`src/rtl/led_blink_arbiter.sv`:
```
// Round-robin owner of the single status LED: plays the winner's blink count, a dark gap, then
// releases. Optional idle heartbeat on the LED when LED_BLINK_IDLE_HEARTBEAT_EN is defined.
module led_blink_arbiter #(
    parameter int unsigned NUM_REQ   = 4,
    parameter int unsigned TICK_DIV  = 12500000,
    parameter int unsigned GAP_TICKS = 4
) (
    input  logic                 clk,
    input  logic                 rst_n,
    input  logic [NUM_REQ-1:0]   req,
    input  logic [4*NUM_REQ-1:0] code,
    output logic [NUM_REQ-1:0]   grant,
    output logic                 done,
    output logic                 led
);

    localparam int unsigned LW = $clog2(NUM_REQ);
    localparam int unsigned PW = $clog2(TICK_DIV);
    localparam int unsigned GW = $clog2(GAP_TICKS + 1);

    typedef enum logic [1:0] {
        StIdle,
        StOn,
        StOff,
        StGap
    } state_e;

    state_e               state_q, state_d;
    logic [PW-1:0]        pcnt_q, pcnt_d;
    logic [LW-1:0]        last_q, last_d;
    logic [3:0]           remain_q, remain_d;
    logic [GW-1:0]        gcnt_q, gcnt_d;
    logic [NUM_REQ-1:0]   grant_q, grant_d;
    logic                 done_q, done_d;
    logic                 led_q, led_d;
`ifdef LED_BLINK_IDLE_HEARTBEAT_EN
    logic                 hb_q, hb_d;
`endif

    logic                 tick;
    logic                 found;
    logic [LW-1:0]        win;
    logic [LW:0]          cand;
    logic [3:0]           win_code;
    logic                 release_now;

    assign tick = (pcnt_q == PW'(TICK_DIV - 1));

    // Rotating priority: search upward from the slot after the last winner, wrapping.
    always_comb begin
        found = 1'b0;
        win   = last_q;
        cand  = '0;
        for (int k = 1; k <= int'(NUM_REQ); k++) begin
            cand = {1'b0, last_q} + (LW+1)'(k);
            if (cand >= (LW+1)'(NUM_REQ)) begin
                cand = cand - (LW+1)'(NUM_REQ);
            end
            if (!found && req[cand[LW-1:0]]) begin
                found = 1'b1;
                win   = cand[LW-1:0];
            end
        end
    end

    assign win_code    = code[{win, 2'b00} +: 4];
    assign release_now = (state_q == StGap) && tick && (gcnt_q == '0);

    // State register
    always_ff @(posedge clk or negedge rst_n) begin
        if (!rst_n) begin
            state_q  <= StIdle;
            pcnt_q   <= '0;
            last_q   <= LW'(NUM_REQ - 1);
            remain_q <= '0;
            gcnt_q   <= '0;
            grant_q  <= '0;
            done_q   <= 1'b0;
            led_q    <= 1'b0;
`ifdef LED_BLINK_IDLE_HEARTBEAT_EN
            hb_q     <= 1'b0;
`endif
        end else begin
            state_q  <= state_d;
            pcnt_q   <= pcnt_d;
            last_q   <= last_d;
            remain_q <= remain_d;
            gcnt_q   <= gcnt_d;
            grant_q  <= grant_d;
            done_q   <= done_d;
            led_q    <= led_d;
`ifdef LED_BLINK_IDLE_HEARTBEAT_EN
            hb_q     <= hb_d;
`endif
        end
    end

    // Next-state logic
    always_comb begin
        state_d  = state_q;
        pcnt_d   = tick ? '0 : pcnt_q + 1'b1;
        last_d   = last_q;
        remain_d = remain_q;
        gcnt_d   = gcnt_q;
        unique case (state_q)
            StIdle: begin
                if (found) begin
                    // Restart the prescaler so the first phase is a full tick long.
                    pcnt_d   = '0;
                    last_d   = win;
                    remain_d = win_code;
                    gcnt_d   = GW'(GAP_TICKS - 1);
                    state_d  = (win_code != 4'd0) ? StOn : StGap;
                end
            end
            StOn: begin
                if (tick) begin
                    state_d = StOff;
                end
            end
            StOff: begin
                if (tick) begin
                    remain_d = remain_q - 4'd1;
                    if (remain_d != 4'd0) begin
                        state_d = StOn;
                    end else begin
                        state_d = StGap;
                        gcnt_d  = GW'(GAP_TICKS - 1);
                    end
                end
            end
            StGap: begin
                if (tick) begin
                    if (gcnt_q == '0) begin
                        state_d = StIdle;
                    end else begin
                        gcnt_d = gcnt_q - 1'b1;
                    end
                end
            end
            default: state_d = StIdle;
        endcase
    end

    // Output logic, computed one cycle ahead so every output leaves a flop.
    always_comb begin
        grant_d = grant_q;
        done_d  = 1'b0;
        if ((state_q == StIdle) && found) begin
            grant_d = NUM_REQ'(1) << win;
        end
        if (release_now) begin
            grant_d = '0;
            done_d  = 1'b1;
        end
`ifdef LED_BLINK_IDLE_HEARTBEAT_EN
        hb_d = 1'b0;
        if ((state_q == StIdle) && !found) begin
            hb_d = hb_q ^ tick;
        end
        led_d = (state_d == StOn) || hb_d;
`else
        led_d = (state_d == StOn);
`endif
    end

    assign grant = grant_q;
    assign done  = done_q;
    assign led   = led_q;

endmodule

```
`config.mk`:
```
export PLATFORM = sky130hd
export DESIGN_NAME = led_blink_arbiter
export DESIGN_NICKNAME = d
export VERILOG_FILES = /design/src/rtl/led_blink_arbiter.sv
export SDC_FILE = /design/constraint.sdc
export NUM_CORES = 1
export LEC_CHECK = 0
export CAP_MARGIN = 5
export CORE_MARGIN = 1.5
export CORE_UTILIZATION = 50
export DETAILED_ROUTE_END_ITERATION = 8
export HOLD_SLACK_MARGIN = 0.03
export PLACE_DENSITY_LB_ADDON = 0.1
export SLEW_MARGIN = 20
export SYNTH_ARGS = -nofsm -noshare
export SYNTH_HDL_FRONTEND = slang
export SYNTH_SLANG_ARGS = --single-unit
```
`constraint.sdc`:
```
create_clock -name clk -period 2.3 [get_ports clk]
set_input_delay 0.23 -clock clk [delete_from_list [all_inputs] [get_ports clk]]
set_output_delay 0.23 -clock clk [all_outputs]
set_load 0.05 [all_outputs]
```
-- Word level (Yosys, flattened, before mapping)
Index checks and enable logic that the tools add are counted.
- $add $sub $neg: 11
- magnitude comparators: 8
- equality and inequality tests: 10
- shift-type cells: 2
- multiplexer cells: 43
- reduce and logical (&&, ||, !) cells: 19
- operators by type and width (cell ; number):
    24-bit 2-to-1 mux ; 3
    2-bit 2-to-1 mux ; 15
    24-bit by 1-bit adder with 24-bit output (second input constant) ; 1
    24-bit equality test (second input constant) ; 1
    4-bit 2-to-1 mux ; 4
    16-bit by 5-bit variable part select with 4-bit output ; 1
    3-bit 2-to-1 mux ; 5
    3-bit greater-or-equal comparator (second input constant) ; 4
    2-bit by 3-bit less-than comparator with 1-bit output (second input constant) ; 4
    2-bit inequality test (second input constant) ; 5
    1-bit 2-to-1 mux ; 9
    3-bit case mux with 3 select lines ; 1
    1-bit binary-select mux with 2-bit select ; 4
    2-bit case mux with 4 select lines ; 1
    4-bit case mux with 2 select lines ; 1
    4-bit nonzero test ; 2
    2-bit by 1-bit subtractor with 2-bit output (second input constant) ; 4
    2-bit by 2-bit adder with 3-bit output (second input constant) ; 2
    1-bit logical AND ; 6
    6-bit AND reduction ; 1
    2-bit by 1-bit equality test with 1-bit output (second input constant) ; 2
    2-bit equality test (second input constant) ; 2
    2-bit nonzero test ; 2
    1-bit by 2-bit left shift with 4-bit output (first input constant) ; 1
    10 further kinds ; 12
- flip-flop bits (word level): 41
- input port bits: 22

-- Depth between registers and ports, before layout
Gate-level depths: netlist of the first run.
- depth after elaboration: 21
- gate-level depth with buffers: 8
- gate-level depth less buffers: 8

-- Least setup slack after synthesis of the first run
OpenSTA, ideal clock, no wires.
- kind: register -> register
- start point: register last_q[1]
- end point: register led_q (netlist: led)
- library setup time: 120 ps
- arrival: 1841 ps
- data required time: 2180 ps
- setup slack: 338 ps
- stages on the path, launching flop included: 8
- buffers on the path: 1
- cells stage by stage: dfstp_2 buf_6 mux2i_1 a221oi_4 mux2i_1 mux2i_1 a211o_1 o211a_1
- cells in the longest elaborated chain, start to end: 21
- elaborated cells on any way between the ends: 44
- classes of those cells: 8 x add/sub; 4 x order compare; 1 x eq/ne; 1 x shift; 23 x mux; 7 x reduce/logical
- ends and longest elaborated chain (item ; line ; text):
    start: declaration ; 30 ; logic [LW-1:0] last_q, last_d;
    start signal: assignment ; 74 ; last_q <= LW'(NUM_REQ - 1);
    start signal: assignment ; 86 ; last_q <= last_d;
    2-bit by 1-bit adder with 3-bit output ; 55 ; cand = {1'b0, last_q} + (LW+1)'(k);
    3-bit greater-or-equal comparator / 2-bit by 1-bit subtractor with 2-bit output (equally long branches) ; 56, 57 ;
    2-bit 2-to-1 mux ; 56 ; if (cand >= (LW+1)'(NUM_REQ)) begin
    1-bit binary-select mux with 2-bit select ; 59 ; if (!found && req[cand[LW-1:0]]) begin
    1-bit 2-to-1 mux (not written as such) ; 59 ;
    1-bit 2-to-1 mux ; 59 ;
    1-bit zero test ; 59 ;
    1-bit logical AND ; 59 ;
    [... 6 more ...] ; -- ;
    2-bit 2-to-1 mux ; 59 ;
    16-bit by 5-bit variable part select with 4-bit output ; 66 ; assign win_code = code[{win, 2'b00} +: 4];
    4-bit nonzero test ; 113 ; state_d = (win_code != 4'd0) ? StOn : StGap;
    2-bit 2-to-1 mux ; 113 ;
    2-bit 2-to-1 mux (*) ; 107 ; if (found) begin
    2-bit case mux with 4 select lines (*) ; 105 ; unique case (state_q)
    2-bit by 1-bit equality test with 1-bit output (*) ; 163 ; led_d = (state_d == StOn);
    net led_d ; 35 ; logic led_q, led_d;
    end signal: assignment ; 91 ; led_q <= led_d;
    end: declaration ; 35 ;
Mark *: on every way through the listed nets, which the timed path passes. The rest lies on a longest branch. The select of a mux whose other input is x is not followed.
A chain may end at the register's enable or synchronous reset.

-- Worst setup path in the final report of the first run
- start point: register pcnt_q[0]
- end point: register grant_q[1] (netlist: grant[1])
- cells in the longest elaborated chain, start to end: 4
- elaborated cells on any way between the ends: 5
- classes of those cells: 1 x eq/ne; 1 x mux; 3 x reduce/logical
- ends and longest elaborated chain (item ; line ; text):
    start: declaration ; 29 ; logic [PW-1:0] pcnt_q, pcnt_d;
    start signal: assignment ; 85 ; pcnt_q <= pcnt_d;
    24-bit equality test (*) ; 47 ; assign tick = (pcnt_q == PW'(TICK_DIV - 1));
    1-bit logical AND (*) (2 in a row) ; 67 ; assign release_now = (state_q == StGap) && tick && (gcnt_q == '0);
    4-bit 2-to-1 mux / 2-bit nonzero test (equally long branches) ; -- ;
    end signal: assignment ; 89 ; grant_q <= grant_d;
    end: declaration ; 33 ; logic [NUM_REQ-1:0] grant_q, grant_d;
Every way passes the cells marked *; elsewhere a longest branch is shown, timed or not.

==> metrics.txt, run 1 <==
H-tree depth 2; post-route cell area 2840 sq um; Crit path arrival time 2.28 ns; PortBufs 27; Post-Synth XOR/XNOR Area 0.0751; FMAX 475 MHz; 1st-pass router iterations 4; Seq/Total Area, Yosys 0.441; Clk pin slew, worst setup/hold paths 0.08 ns; simple logic cell fraction of the synthesized area 0.244; Die ar. 5080 sq um; Synth cell types 44; worst skew pair latency 0.29 ns; Final Hold Fails 0; CTS max path bufs 2; R2R Path End grant[1]; CTS Root Cell clkbuf_8; Fill cells 388; r2r startpoint pcnt_q[0]; Reg power frac 0.488; unrepaired setup endpoints after global routing no; first-pass GRT wire length 8270 um; Setup WS pre-CTS 0.0828 ns; # Post-CTS Setup Buffers 0; Layout Nets 313; largest family of logic cells by synthesized area simple AND/OR/NAND/NOR gates; Synth warnings 0; synthesized instance count 248; r2r worst-path depth 7; crit path launch type flip-flop; worst-case vdd ir drop 349 uV; number of synthesized register bits 41; delay-heaviest family, CP simple AND/OR/NAND/NOR gates; worst path bufs/invs 0; Std-Cell Rows 24; core box area 4410 sq um; Syn Area/Cell 9.40 sq um; Max Slew Vio Count 0; Period minus WS final 2.11 ns; Die H 71.3 um; Comb pwr share 0.118; DRC 0; largest net degree at the start of global routing 42; multi-input gate area in the final layout 1230 sq um; TritonCTS buffer count 5; setup violators final 0; routed wire length 4810 um; routability cong. 0.823; Antenna diodes 0; critical path class reg -> reg; run status finished clean; Critical Path RT 2.47 ns; wire per inst 14.2 um; Worst Slack Setup Final 0.193 ns; crit share post-route 0.916; Cell Area, Synth 2330 sq um; max-cap viol count 0; global route overflow 0; placed inst area 2720 sq um; Final Power 1.52 mW; PD cells 536 nW/um^2; internal power 1.17 mW; post-synth top area share 0.419; Adder-Cell Fraction of Synth Area 0.0268; P_leak 1.26 nW; I/O pins 28; DPL Wire Length 3550 um; mux cell area share after synthesis 0.0558; Main synth FF type dfrtp_1; synth-to-layout area growth 21.9%; ranking of synthesized cells by area dfrtp_1 (42%), nor2_1 (6.0%), mux2i_1 (5.6%); register area 1030 sq um; Worst slew margin 0.412; Clock Skew 0.00569 ns; switching part of the total 0.228; Synth Area in Compound Gates 0.123; most frequent cells in the layout dfrtp_1 (39), nor2_1 (37), clkdlybuf4s50_1 (26); crit-path most repeated cell nand2_1; Sw Pwr 347 uW; CTS sink cnt 41; initial antenna violation count 0; clock network fraction of total power 0.393; Yosys top cell by area dfrtp_1; Initial Util 0.528; vias per cell 5.71; CTS tree built; FF-to-FF setup slack 0.19 ns; Worst Max-Slew Pin Slew 0.882 ns; antenna-violating nets left 0; worst hold margin 0.0561 ns; number of synthesized flops with an enable pin 0; setup_tns 0 ns; commonest non-fill, non-tap cell in the layout dfrtp_1; via count 1935; Hold Path Class in -> async; Die W 71.3 um; vias in the first global route 1782; Syn Nets 275; Critical-path top delay cell or3_4; drt initial violations 93; CP peak stage delay 0.44 ns; maximum fanout along the worst path 5; ys async rst share 1.00; GRT Resource Usage Total 0.203; kind of end point of the critical path flip-flop; CP cell instances ha_1 -> and4_2 -> nand2_1 -> or3_4 -> nor2_1 -> nand2_1 -> a32o_1; share of cells above drive strength 1 0.111
[layout make-up]
class / instances / area share
clock buffers: 6 / 0.0291
clock inverters: 2 / 0.0132
inverters: 8 / 0.0106
multi-input cells: 191 / 0.433
flip-flops and latches: 41 / 0.362
well taps: 52 / 0.0229
repair buffers: 39 / 0.129
[state kept, by name (all words and copies together), names as in the netlist]
name / cells
done: 1
grant: 4
pcnt_q: 24
state_q: 2
last_q: 2
remain_q: 4
led: 1
gcnt_q: 3
[worst max path at each step]
stage	start	to	slack [ns]	cells after the start
2_1_floorplan	last_q[1]	led	0.34	7
3_3_place_gp	req[0]	led	0.12	7
3_5_place_dp	req[0]	led	0.08	8
4_1_cts	pcnt_q[0]	grant[1]	0.16	7
5_1_grt	pcnt_q[0]	grant[1]	0.04	7
6_report	pcnt_q[0]	grant[1]	0.19	7
[cell families after synthesis]
family	Yosys count
simple gates	114
flops	41
compound gates	39
xor+xnor	20
buf+inv	16
mux	13
fa+ha+maj	5
[worst register-to-register path, delay by kind of cell, from the launching register on]
| family | cells | cell delay, ns |
|---|---|---|
| fa+ha+maj | 1 | 0.21 |
| flops | 1 | 0.38 |
| compound gates | 1 | 0.27 |
| simple gates | 5 | 1.13 |
[layer usage]
metal	GRT usage	part of all wire	up-vias
met2	0.297	0.45	41
met5	0	0	-
li1	-	-	952
met4	0.0566	0.0048	0
met3	0.0338	0.042	2
met1	0.313	0.51	940
[per-stage QoR]
step	util	cells
detailed placement	0.616	331
finish	0.644	339
global placement	0.616	331
CTS	0.643	339
global route	0.644	339
floorplan	-	248
[repair_timing]
item | CTS | global route
hold buffers | 0 | 0
setup endpoints to repair | 0 | 1
resized for setup | 0 | 1
[power by group through the flow]
stage / clock (mW) / sequential, mW / combinational [mW]
after CTS: 0.612 / 0.743 / 0.183
after detailed placement: 0 / 0.758 / 0.182
after global routing: 0.652 / 0.745 / 0.197
after global placement: 0 / 0.757 / 0.180
final: 0.598 / 0.743 / 0.180
after floorplan: 0 / 0.768 / 0.0842
[cell usage after synthesis (all sizes together) (3+ instances only)]
library cell and n:
and4 3, buf 5, clkbuf 3, nand2 15, dfrtp 39, or3 5
nor2 37, a21oi 11, nand2b 4, a22oi 4, a31oi 3, nand4 7
inv 8, xnor2 7, o21ai 8, nand3 20, mux2i 13, ha 5
xor2 13, nor3 9, and3 5
No activity file was read; power rests on OpenSTA's default activity.
==> run 2: changes to the inputs <==
--- a/config.mk
+++ b/config.mk
@@ -10,7 +10,9 @@
 export CORE_UTILIZATION = 50
 export DETAILED_ROUTE_END_ITERATION = 8
 export HOLD_SLACK_MARGIN = 0.03
+export MAX_ROUTING_LAYER = met4
 export PLACE_DENSITY_LB_ADDON = 0.1
+export REMOVE_ABC_BUFFERS = 1
 export SLEW_MARGIN = 20
 export SYNTH_ARGS = -nofsm -noshare
 export SYNTH_HDL_FRONTEND = slang
==> run 2 against run 1 <==
  * Clock-buffer cell count unchanged
  * First-iteration DRC count grew 20%
  * Register-to-register slack lost 0.02 ns
  * Cell count is 0.59% lower
  * Critical path depth stayed put
  * Die area stayed put
  * Critical endpoint is now led
  * Largest cell class unchanged
==> metrics.txt, run 2 (synthesis results as in run 1) <==
critical path class reg -> reg; Clock Skew 0.0101 ns; Std-Cell Rows 24; met2 Use GR 0.342; FF-to-FF setup slack 0.18 ns; GR Util met1 0.285; CTS sink cnt 41; Worst slew margin 0.401; r2r startpoint last_q[1]; CTS tree built; Final Hold Fails 0; Biggest register pcnt_q; Die H 71.3 um; P_leak 1.25 nW; CTS max path bufs 2; register area 1030 sq um; worst hold margin 0.0562 ns; r2r worst-path depth 7; Post-CTS Hold Buffers 0; routability cong. 0.789; Die W 71.3 um; crit path launch type flip-flop; post-route cell area 2820 sq um; vias per cell 5.61; synth-to-layout area growth 20.9%; share of cells above drive strength 1 0.102; Period minus WS final 2.12 ns; core box area 4410 sq um; I/O pins 28; via count 1890; first-pass GRT wire length 8440 um; vias in the first global route 1875; GR Util met3 0.0408; Max Slew Vio Count 0; CTS Root Cell clkbuf_8; initial antenna violation count 0; Initial Util 0.528; PortBufs 27; kind of end point of the critical path flip-flop; Hold Path Class in -> async; Layout Nets 311; max reg flops 24; antenna-violating nets left 0; Antenna diodes 0; max-cap viol count 0; PD cells 530 nW/um^2; multi-input gate area in the final layout 1230 sq um; commonest non-fill, non-tap cell in the layout dfrtp_1; crit share post-route 0.923; H-tree depth 2; placed inst area 2710 sq um; Clk pin slew, worst setup/hold paths 0.08 ns; setup violators final 0; FMAX 471 MHz; Setup WS pre-CTS 0.0652 ns; Crit path arrival time 2.30 ns; global route overflow 0; Die ar. 5080 sq um; most frequent cells in the layout dfrtp_1 (39), nor2_1 (37), clkdlybuf4s50_1 (26); Fill cells 387; Worst Slack Setup Final 0.176 ns; R2R Path End led; 1st-pass router iterations 4; gr busiest metal met2; maximum fanout along the worst path 8; drt initial violations 112; worst-case vdd ir drop 594 uV; wire per inst 14.8 um; DRC 0; setup_tns 0 ns; Critical Path RT 2.48 ns; TritonCTS buffer count 5; routed wire length 5000 um; DPL Wire Length 3530 um; unrepaired setup endpoints after global routing no; largest net degree at the start of global routing 42; run status finished clean; Worst Max-Slew Pin Slew 0.899 ns; worst skew pair latency 0.29 ns; GRT Resource Usage Total 0.214
[run 2: changes by cell type in the layout (fill, tap and decap cells not counted), sizes merged]
cell	before	now
buf	13	11
clkinv	0	1
clkinvlp	1	0
[run 2: worst max path at each step]
stage	slack, ns	start	end
2_1_floorplan	-0.49	pcnt_q[0]	remain_q[2]
3_3_place_gp	0.12	req[0]	led
3_5_place_dp	0.07	req[0]	led
4_1_cts	0.12	pcnt_q[0]	remain_q[3]
5_1_grt	0.0004	pcnt_q[6]	grant[1]
6_report	0.18	last_q[1]	led
[run 2: power breakdown]
part | leakage, nW | internal (mW) | switching, mW
combinational | 0.675 | 0.0861 | 0.0880
clock | 0.0554 | 0.326 | 0.252
sequential | 0.522 | 0.732 | 0.0114
[run 2: repair_timing]
action                     in CTS  in global routing
setup endpoints to repair       0                  3
buffers inserted                0                  0
resized for setup               0                  2
[run 2: layout make-up]
type	instances	share of cell area
multi-input cells	191	0.437
flip-flops and latches	41	0.365
repair buffers	37	0.125
clock buffers	6	0.0257
well taps	52	0.0231
clock inverters	2	0.0138
inverters	8	0.0107
[run 2: worst max-delay path: stages (launching register included)]
cell and delay, ns:
dfstp_2 0.62, mux2i_1 0.31, a221oi_4 0.14, buf_4 0.20
nor3_1 0.18, a21oi_2 0.05, a211o_1 0.31, o211a_1 0.21
[run 2: per-stage QoR]
step	total power [mW]	util	cells
floorplan	0.845	-	240
global placement	0.930	0.613	329
detailed placement	0.933	0.613	329
CTS	1.51	0.638	337
global route	1.55	0.639	337
finish	1.50	0.639	337
[run 2: metal layers]
layer	vias up	wire length, um
met3	6	250
met5	-	0
met4	0	55
met2	53	2240
met1	880	2450
li1	951	-
==> run 3: changes to the inputs <==
--- a/config.mk
+++ b/config.mk
@@ -8,6 +8,7 @@
 export CAP_MARGIN = 5
 export CORE_MARGIN = 1.5
 export CORE_UTILIZATION = 50
+export CTS_CLUSTER_SIZE = 16
 export DETAILED_ROUTE_END_ITERATION = 8
 export HOLD_SLACK_MARGIN = 0.03
 export MAX_ROUTING_LAYER = met4
==> results of run 3 <==
Final layout, timing and power as in run 2 (identical DEF).
